[src/rtl/psm_pkg.sv]
// Shared types for the PSM preload path: the preload sequencer state encoding.
package psm_pkg;

    typedef enum logic [1:0] {
        IDLE  = 2'd0,
        SHIFT = 2'd1,
        DONE  = 2'd2
    } psm_preload_state_t;

endpackage

[src/rtl/psm_sync_fifo.sv]
// Single-clock FIFO of full Y-row partial-sum words with occupancy-derived flags,
// almost-full backpressure and a sticky overflow indicator.
module psm_sync_fifo #(
    parameter int BUFF_W    = 144,
    parameter int DEPTH     = 4,
    parameter int AF_MARGIN = 3
) (
    input  logic              i_clk,
    input  logic              i_rstn,
    input  logic              i_push,
    input  logic [BUFF_W-1:0] i_din,
    input  logic              i_pop,
    input  logic              i_clear,
    output logic [BUFF_W-1:0] o_head,
    output logic              o_empty,
    output logic              o_full,
    output logic              o_almost_full,
    output logic              o_overflow
);

    localparam int PTR_W = $clog2(DEPTH);
    localparam int CNT_W = $clog2(DEPTH + 1);

    logic [BUFF_W-1:0] mem_q [DEPTH];
    logic [PTR_W-1:0]  wr_ptr_q, wr_ptr_d;
    logic [PTR_W-1:0]  rd_ptr_q, rd_ptr_d;
    logic [CNT_W-1:0]  count_q, count_d;
    logic              overflow_q, overflow_d;
    logic              push_ok;

    assign o_empty       = (count_q == '0);
    assign o_full        = (count_q == CNT_W'(DEPTH));
    assign o_almost_full = ((32'(DEPTH) - 32'(count_q)) <= 32'(AF_MARGIN));
    assign o_overflow    = overflow_q;
    assign o_head        = mem_q[rd_ptr_q];

    // A full FIFO still accepts a push when the head leaves on the same edge.
    assign push_ok = i_push && (!o_full || i_pop);

    always_comb begin
        wr_ptr_d   = wr_ptr_q;
        rd_ptr_d   = rd_ptr_q;
        count_d    = count_q;
        overflow_d = overflow_q;
        if (i_clear) begin
            wr_ptr_d   = '0;
            rd_ptr_d   = '0;
            count_d    = '0;
            overflow_d = 1'b0;
        end else begin
            if (push_ok) wr_ptr_d = wr_ptr_q + PTR_W'(1);
            if (i_pop)   rd_ptr_d = rd_ptr_q + PTR_W'(1);
            if (push_ok && !i_pop)      count_d = count_q + CNT_W'(1);
            else if (!push_ok && i_pop) count_d = count_q - CNT_W'(1);
            if (i_push && !push_ok) overflow_d = 1'b1;
        end
    end

    always_ff @(posedge i_clk) begin
        if (!i_rstn) begin
            wr_ptr_q   <= '0;
            rd_ptr_q   <= '0;
            count_q    <= '0;
            overflow_q <= 1'b0;
        end else begin
            wr_ptr_q   <= wr_ptr_d;
            rd_ptr_q   <= rd_ptr_d;
            count_q    <= count_d;
            overflow_q <= overflow_d;
        end
    end

    always_ff @(posedge i_clk) begin
        if (push_ok && !i_clear) mem_q[wr_ptr_q] <= i_din;
    end

endmodule

[src/rtl/psm_preload_fifo.sv]
// Buffers partial-sum rows from the PSM read-data manager and replays X of them
// per preload context into the systolic array's psum preload chain.
module psm_preload_fifo
    import psm_pkg::*;
#(
    parameter int BUFF_W    = 144,
    parameter int DEPTH     = 4,
    parameter int X         = 3,
    parameter int AF_MARGIN = 3
) (
    input  logic              i_clk,
    input  logic              i_rstn,
    input  logic              i_fifo_push,
    input  logic [BUFF_W-1:0] i_fifo_din,
    input  logic              i_clearbuff,
    input  logic              i_preload_start,
    input  logic              i_stall,
    output logic              o_shift_en,
    output logic [BUFF_W-1:0] o_psum_data,
    output logic              o_preload_done,
    output logic              o_empty,
    output logic              o_full,
    output logic              o_almost_full,
    output logic              o_overflow
);

    localparam int COL_W = (X > 1) ? $clog2(X) : 1;

    psm_preload_state_t state_q, state_d;
    logic [COL_W-1:0]   col_q, col_d;
    logic [BUFF_W-1:0]  head_data;
    logic               pop;

    assign pop = (state_q == SHIFT) && !o_empty && !i_stall && !i_clearbuff;

    psm_sync_fifo #(
        .BUFF_W    (BUFF_W),
        .DEPTH     (DEPTH),
        .AF_MARGIN (AF_MARGIN)
    ) u_fifo (
        .i_clk         (i_clk),
        .i_rstn        (i_rstn),
        .i_push        (i_fifo_push),
        .i_din         (i_fifo_din),
        .i_pop         (pop),
        .i_clear       (i_clearbuff),
        .o_head        (head_data),
        .o_empty       (o_empty),
        .o_full        (o_full),
        .o_almost_full (o_almost_full),
        .o_overflow    (o_overflow)
    );

    always_comb begin
        state_d = state_q;
        col_d   = col_q;
        if (i_clearbuff) begin
            state_d = IDLE;
            col_d   = '0;
        end else begin
            unique case (state_q)
                IDLE: begin
                    if (i_preload_start) begin
                        state_d = SHIFT;
                        col_d   = '0;
                    end
                end
                SHIFT: begin
                    if (pop) begin
                        if (col_q == COL_W'(X - 1)) begin
                            state_d = DONE;
                            col_d   = '0;
                        end else begin
                            col_d = col_q + COL_W'(1);
                        end
                    end
                end
                DONE:    state_d = IDLE;
                default: state_d = IDLE;
            endcase
        end
    end

    always_ff @(posedge i_clk) begin
        if (!i_rstn) begin
            state_q <= IDLE;
            col_q   <= '0;
        end else begin
            state_q <= state_d;
            col_q   <= col_d;
        end
    end

    // The array samples the head on the pop edge, so it is only exposed while popping.
    assign o_shift_en     = pop;
    assign o_psum_data    = pop ? head_data : '0;
    assign o_preload_done = (state_q == DONE);

endmodule
[config.mk]
export PLATFORM = sky130hd
export DESIGN_NAME = psm_preload_fifo
export DESIGN_NICKNAME = d
export VERILOG_FILES = /design/src/rtl/psm_pkg.sv /design/src/rtl/psm_sync_fifo.sv /design/src/rtl/psm_preload_fifo.sv
export SDC_FILE = /design/constraint.sdc
export NUM_CORES = 1
export LEC_CHECK = 0
export BUFFER_PORTS_ARGS = -buffer_cell sky130_fd_sc_hd__buf_2
export CAP_MARGIN = 15
export CORE_ASPECT_RATIO = 0.6
export CORE_MARGIN = 4
export CORE_UTILIZATION = 60
export CTS_BUF_LIST = sky130_fd_sc_hd__clkbuf_4 sky130_fd_sc_hd__clkbuf_8
export DETAILED_ROUTE_END_ITERATION = 7
export PLACE_DENSITY = 0.87
export SETUP_SLACK_MARGIN = 0.5
export SYNTH_ARGS = -nofsm -noshare
export SYNTH_HDL_FRONTEND = slang
export SYNTH_SLANG_ARGS = --single-unit
export TNS_END_PERCENT = 30
[constraint.sdc]
create_clock -name i_clk -period 17 [get_ports i_clk]
set_clock_uncertainty 0.2 [all_clocks]
set_input_delay 2.55 -clock i_clk [delete_from_list [all_inputs] [get_ports i_clk]]
set_output_delay 2.55 -clock i_clk [all_outputs]
set_load 0.02 [all_outputs]
==> out/metrics.cfg, run 1 <==
[run_status]
status = finished clean

[setup_path]
crit_type = primary input to output port
path_max_fanout = 95
r2r_cells = 8
cp_data_required_time_ns = 14.25
cp-start-kind = primary input
cp-end-kind = output port
crit-reg2reg-launch = u_fifo.count_q[0]
reg2reg_slack_ns = 12.56
r2r-end = u_fifo.mem_q[0][108]
worst_ep_arrival_time_ns = 4.56

[placed_design]
io_buffers = 299
post_dp_cell_area_mm2 = 0.02453
gp_congestion = 0.7436
dp_slack_ns = 9.733
dp_hpwl_mm = 26.97

[floorplan]
die_area_mm2 = 0.04084
fp.dieW_um = 258.2
fp.dieH_um = 158.1
coreArea_mm2 = 0.03669
initial_core_util_pct = 61.45
ios = 300
rows = 54

[pwr]
ir_drop_uv = 86.63
p_sw_share_pct = 20.47
seqPwrFrac_pct = 59.1
total_leakage_power_nw = 9.458
clockPowerShare_pct = 37.5
powerDensity_mw_per_mm2 = 105.9
switching_power_w = 0.0005651
combPwrFrac_pct = 3.5
p_int_w = 0.002196
power_w = 0.002761

[cells_and_area]
stdcell_area_mm2 = 0.02608
multi_input_area_mm2 = 0.004644
fillerInstances = 2185
area_growth_syn_to_layout_pct = 15.70
ff_latch_area_mm2 = 0.01758
drive_above_1_share_pct = 42.33
post-route-util_pct = 71.09
fin_nets = 1506

[synth]
synth_edf_count = 576
synthAdderAreaFrac_pct = 0.4773
syn_area_per_cell_um2 = 22.25
synthMuxAreaShare_pct = 14.52
netlist_instances = 1013
synth_compound_area_share_pct = 0.4884
synth_top_area_share_pct = 76.73
synth-simple-area-share_pct = 4.912
synth-xor-area-share_pct = 0.07770
synthTopCellsByArea = edfxtp_1 (77%), mux4_2 (14%), and3_1 (4.0%)
synth_top_area_cell = edfxtp_1
netlist_area_mm2 = 0.02254
yosysMostFrequentCell = edfxtp_1
synth_fp_nets = 1171
ys_ff_latch = 590
ys_top_cells_by_count = edfxtp_1 (576), and3_1 (144), mux4_2 (144)
async_flop_share_pct = 0
synth_flop_cell = edfxtp_1
yosysWarnings = 0
synth_top_family_by_area = multiplexers
yosysSeqAreaShare_pct = 77.97
ys_types = 37

[clock_tree]
cts-hold-fix-buffers = 0
cts_tree = done
insertion_delay_ns = 0.60
post_cts_buffers = 0
cts_max_level = 3
clk_pin_slew_ns = 0.06
cts_buffers = 81
cts_buffer_depth = 3
clock_sinks = 590
clockRootBuffer = clkbuf_8
postCtsResizedCells = 0

[grt]
grt_usage_pct = 22.99
grt_overflow_total = 0
antenna_found_initial = 11
grt_pass1_wl_mm = 70.70
grt_max_degree = 103
grt_pass1_vias = 12059

[timing]
finalSetupViolations = 0
worst_pin_slew_ns = 1.006
hold_violations = 0
finalCritPeriodShare_pct = 42.98
finalCriticalPeriod_ns = 7.307
relSlewSlack_pct = 32.96
rsz0062_at_grt = false
finalMaxSlewViolations = 0
fin_ws_ns = 9.693
fmax_ghz = 0.1369
fin_setup_tns_ns = 0

[route]
drt_wl_total_mm = 46.16
vias_per_cell = 5.994
vias = 11491
avgRoutedWirePerCell_um = 24.08
drtAntennaViolNets = 0
first_pass_iters = 5
drc_errors = 0
drt_iter0_drc = 1194

[hold_path]
hold_depth = 2
hold_start = u_fifo.rd_ptr_q[1]
min_path_type = flop to flop

[job]
cap_violations = 0

layer usage:
layer,up-vias,share of wire [%],GRT usage (%)
met1,5979,40,32.27
met5,-,0.19,0
met3,94,7.3,5.787
met4,12,2.0,7.112
li1,4927,-,-
met2,479,50,36.83
state kept, by name (all words and copies together), names as in the netlist, named ones only:
name,flops
u_fifo.o_overflow,1
u_fifo.count_q,3
state_q,2
col_q,2
u_fifo.rd_ptr_q,2
u_fifo.wr_ptr_q,2
u_fifo.mem_q,576
critical path: stages:
cell	delay, ns
buf_2	0.12
nor3_4	0.14
buf_4	0.72
buf_4	0.53
and3_1	0.25
buf_2	0.17
power by group through the flow:
| stage | sequential [W] | clock (W) | combinational (W) |
|---|---|---|---|
| floorplan | 0.00167 | 0 | 0.0000455 |
| global placement | 0.00166 | 0 | 0.0000902 |
| detailed placement | 0.00166 | 0 | 0.0000953 |
| CTS | 0.00163 | 0.00106 | 0.0000957 |
| global route | 0.00163 | 0.00113 | 0.000104 |
| finish | 0.00163 | 0.00103 | 0.0000953 |
layout by cell type, fill, tap and decap left out, drive strengths merged, types with 3 or more instances in the layout:
master / n
a21oi: 6
and3: 144
buf: 317
clkbuf: 112
clkinv: 27
dfxtp: 14
diode: 5
edfxtp: 576
ha: 7
inv: 9
mux2i: 3
mux4: 144
nand2: 5
nand2b: 3
nor2: 4
nor2b: 4
nor3b: 4
worst max-delay path by stage:
| stage | depth (start not counted) | end | startpoint | slack [ns] |
|---|---|---|---|---|
| after floorplan | 3 | u_fifo.mem_q[0][0] | i_stall | 2.41 |
| final | 6 | o_psum_data[88] | i_stall | 9.69 |
| after detailed placement | 6 | o_psum_data[63] | i_stall | 9.73 |
| after global routing | 6 | o_psum_data[88] | i_stall | 9.52 |
| after CTS | 6 | o_psum_data[63] | i_stall | 9.73 |
| after global placement | 6 | o_psum_data[54] | i_stall | 9.84 |
metrics by stage:
stage          std cells  hold WS, ns
2_1_floorplan       1013       0.2529
3_3_place_gp        1769       0.2672
3_5_place_dp        1769       0.2721
4_1_cts             1912       0.2889
5_1_grt             1916       0.3327
6_report            1917       0.2859
cell families (layout without fill, tap and decap cells):
logic type      after synthesis  after routing
other cells                   0              5
simple gates                177            177
buf+inv                      72            467
fa+ha+maj                     8              8
mux                         147            147
flops                       590            590
compound gates               17             17
xor+xnor                      2              2
area by class of cell:
class | instances | share of cell area, %
repair buffers | 317 | 6.304
clock inverters | 31 | 0.6860
clock buffers | 112 | 5.215
well taps | 504 | 2.418
multi-input cells | 351 | 17.81
flip-flops and latches | 590 | 67.42
inverters | 7 | 0.1007
diodes | 5 | 0.04797
No activity file was read; power rests on OpenSTA's default activity.
==> run 2, diff against run 1 <==
ABC_AREA = 1   (was default)
PLACE_DENSITY = 0.86   (was 0.87)
clock period = 7.3 ns   (was 17 ns; I/O delays follow)
==> run 2 against run 1 <==
First-iteration DRC count rose by 42%. Clock power is 130% higher. Sequential power increased by 130%. Sequential share of layout area shrank 0.66 points. Combinational power rose by 130%. Via count rose by 31%. Register-to-register slack lost 9.4 ns. Die area is 2.2% higher.
==> out/metrics.cfg, run 2 <==
[pwr]
p_int_w = 0.005046  ; +130%
total_leakage_power_nw = 9.637  ; +1.9%
powerDensity_mw_per_mm2 = 243.8  ; +130%
combPwrFrac_pct = 3.4  ; about the same
seqPwrFrac_pct = 59.3  ; +0.2 points
switching_power_w = 0.001375  ; +140%
ir_drop_uv = 224.1  ; +160%
clockPowerShare_pct = 37.4  ; about the same
p_sw_share_pct = 21.41  ; +0.95 points
power_w = 0.006421  ; +130%

[synth]
ys_ff_latch = 590  ; unchanged
netlist_instances = 1801  ; +78%
synth_edf_count = 576  ; unchanged
synth_flop_cell = edfxtp_1
synth_top_area_cell = edfxtp_1
async_flop_share_pct = 0  ; unchanged
ys_top_cells_by_count = nor2_1 (589), edfxtp_1 (576), a21oi_1 (153)
netlist_area_mm2 = 0.02307  ; +2.3%
yosysMostFrequentCell = nor2_1
synth_top_area_share_pct = 74.98  ; -1.7 points
syn_area_per_cell_um2 = 12.81  ; -42%
ys_types = 26  ; -30%
synth_fp_nets = 1959  ; +67%
yosysSeqAreaShare_pct = 76.20  ; -1.8 points
synthTopCellsByArea = edfxtp_1 (75%), nor2_1 (9.6%), a21oi_1 (3.3%)
yosysWarnings = 0  ; unchanged

[timing]
worst_pin_slew_ns = 1.246  ; +0.2399 ns
fin_ws_ns = 2.233  ; -7.460 ns
relSlewSlack_pct = 16.97  ; -16 points
hold_violations = 0  ; unchanged
finalMaxSlewViolations = 0  ; unchanged
finalCriticalPeriod_ns = 5.067
finalSetupViolations = 0  ; unchanged
fin_setup_tns_ns = 0  ; unchanged
rsz0062_at_grt = false
finalCritPeriodShare_pct = 69.41
fmax_ghz = 0.1974

[clock_tree]
clk_pin_slew_ns = 0.07  ; about the same
cts_max_level = 3  ; unchanged
post_cts_buffers = 0  ; unchanged
cts_buffers = 82  ; +1.2%
clock_sinks = 590  ; unchanged
clockRootBuffer = clkbuf_8
cts_buffer_depth = 3  ; unchanged
postCtsResizedCells = 0  ; unchanged
insertion_delay_ns = 0.63  ; +0.03 ns
cts_tree = done
cts-hold-fix-buffers = 0  ; unchanged

[route]
drc_errors = 0  ; unchanged
first_pass_iters = 5  ; unchanged
avgRoutedWirePerCell_um = 19.69  ; -18%
drt_wl_total_mm = 52.76  ; +14%
vias = 15039  ; +31%
vias_per_cell = 5.614  ; -6.3%
drt_iter0_drc = 1693  ; +42%
drtAntennaViolNets = 0  ; unchanged

[cells_and_area]
stdcell_area_mm2 = 0.02634  ; +0.98%
final_cell_mix = nor2_1 (585), edfxtp_1 (576), buf_2 (299)
regMostFlops = u_fifo.mem_q
fillerInstances = 2507  ; +15%
largestRegisters = u_fifo.mem_q (576), u_fifo.count_q (3)
layout_commonest_cell = nor2_1
final_cells = 2679  ; +40%
largest_register_ffs = 576  ; unchanged
drive_above_1_share_pct = 20.90  ; -21 points
area_growth_syn_to_layout_pct = 14.18
fin_nets = 2252  ; +50%

[floorplan]
die_area_mm2 = 0.04175  ; +2.2%
rows = 55  ; +1.9%
ios = 300  ; unchanged
coreArea_mm2 = 0.03778  ; +3.0%
initial_core_util_pct = 61.06  ; -0.39 points
fp.dieH_um = 159.9  ; +1.1%
fp.dieW_um = 261.1  ; +1.1%

[setup_path]
path_max_fanout = 93  ; -2.1%
reg2reg_slack_ns = 3.15  ; -9.41 ns
r2r_cells = 13  ; +5
r2r-end = u_fifo.count_q[2]
endpoint = o_psum_data[80]
cp_data_required_time_ns = 6.00  ; -8.25 ns
crit_type = flop to output port
cp-start-kind = flop
crit-reg2reg-launch = u_fifo.count_q[0]
worst_ep_arrival_time_ns = 3.77  ; -0.79 ns
cp-end-kind = output port

[hold_path]
hold_start = u_fifo.o_overflow
min_path_type = flop to flop

[placed_design]
post_dp_cell_area_mm2 = 0.02480  ; +1.1%
dp_hpwl_mm = 30.09  ; +12%
io_buffers = 299  ; unchanged
gp_congestion = 0.7964  ; +7.1%
dp_cells = 2523  ; +43%
dp_slack_ns = 2.553  ; -7.181 ns

[run_status]
status = finished clean

[grt]
antenna_found_initial = 10  ; -1
grt_max_degree = 206  ; +100%
grt_pass1_wl_mm = 82.12  ; +16%
grt_usage_pct = 24.96  ; +2.0 points
grt_pass1_vias = 15124  ; +25%
grt_overflow_total = 0  ; unchanged

[job]
cap_violations = 0  ; unchanged

==> run 2: power groups by stage <==
stage / Combinational [W] / Clock [W] / Sequential (W)
after floorplan: 0.000100 / 0 / 0.00389
after global placement: 0.000203 / 0 / 0.00387
after detailed placement: 0.000215 / 0 / 0.00388
after CTS: 0.000217 / 0.00245 / 0.00380
after global routing: 0.000243 / 0.00261 / 0.00381
final: 0.000217 / 0.00240 / 0.00380
==> run 2: kinds of logic after synthesis <==
kind of cell,count (synthesis),synth area share (%)
buf+inv,132,3.265
simple gates,624,10.32
compound gates,446,9.715
fa+ha+maj,8,0.4665
xor+xnor,1,0.03798
flops,590,76.20
==> run 2: stage by stage <==
step / utilization (%) / hold WS (ns)
after floorplan: - / 0.2334
after global placement: 65.63 / 0.2344
after detailed placement: 65.63 / 0.2488
after CTS: 69.69 / 0.2596
after global routing: 69.71 / 0.2970
final: 69.71 / 0.2613
==> run 2: cell type report <==
type                            instances  area, um2  area share (%)
Clock inverter                         49      222.7          0.8456
Timing Repair Buffer                  319       1709           6.489
Inverter                               22      92.59          0.3515
Sequential cell                       590      17580           66.76
Tap cell                              513      641.9           2.437
Multi-Input combinational cell       1079       4767           18.10
Clock buffer                          104       1313           4.983
Antenna cell                            3      7.507         0.02850
==> run 2: worst min-delay path by stage <==
stage          cells after the start                end  slack [ns]
2_1_floorplan                      2               flop        0.23
3_3_place_gp                       2               flop        0.23
4_1_cts                            2  u_fifo.o_overflow        0.26
5_1_grt                            2  u_fifo.o_overflow        0.30
3_5_place_dp                       2  u_fifo.o_overflow        0.25
6_report                           2  u_fifo.o_overflow        0.26
==> run 2: per-layer routing <==
layer | up-vias | share of wire, % | global-route usage (%)
met5 | - | 0.17 | 0
met4 | 12 | 2.6 | 7.927
met3 | 117 | 8.5 | 6.102
met1 | 7253 | 40 | 33.59
met2 | 668 | 49 | 40.84
li1 | 6989 | - | -
==> run 2: worst max-delay path, cell delays in order (launching register included) <==
cell	delay (ns)
dfxtp_4	0.53
buf_4	0.71
buf_4	0.89
nor2_1	0.16
nor2_1	0.13
o21ai_1	0.09
a21oi_1	0.28
buf_2	0.22
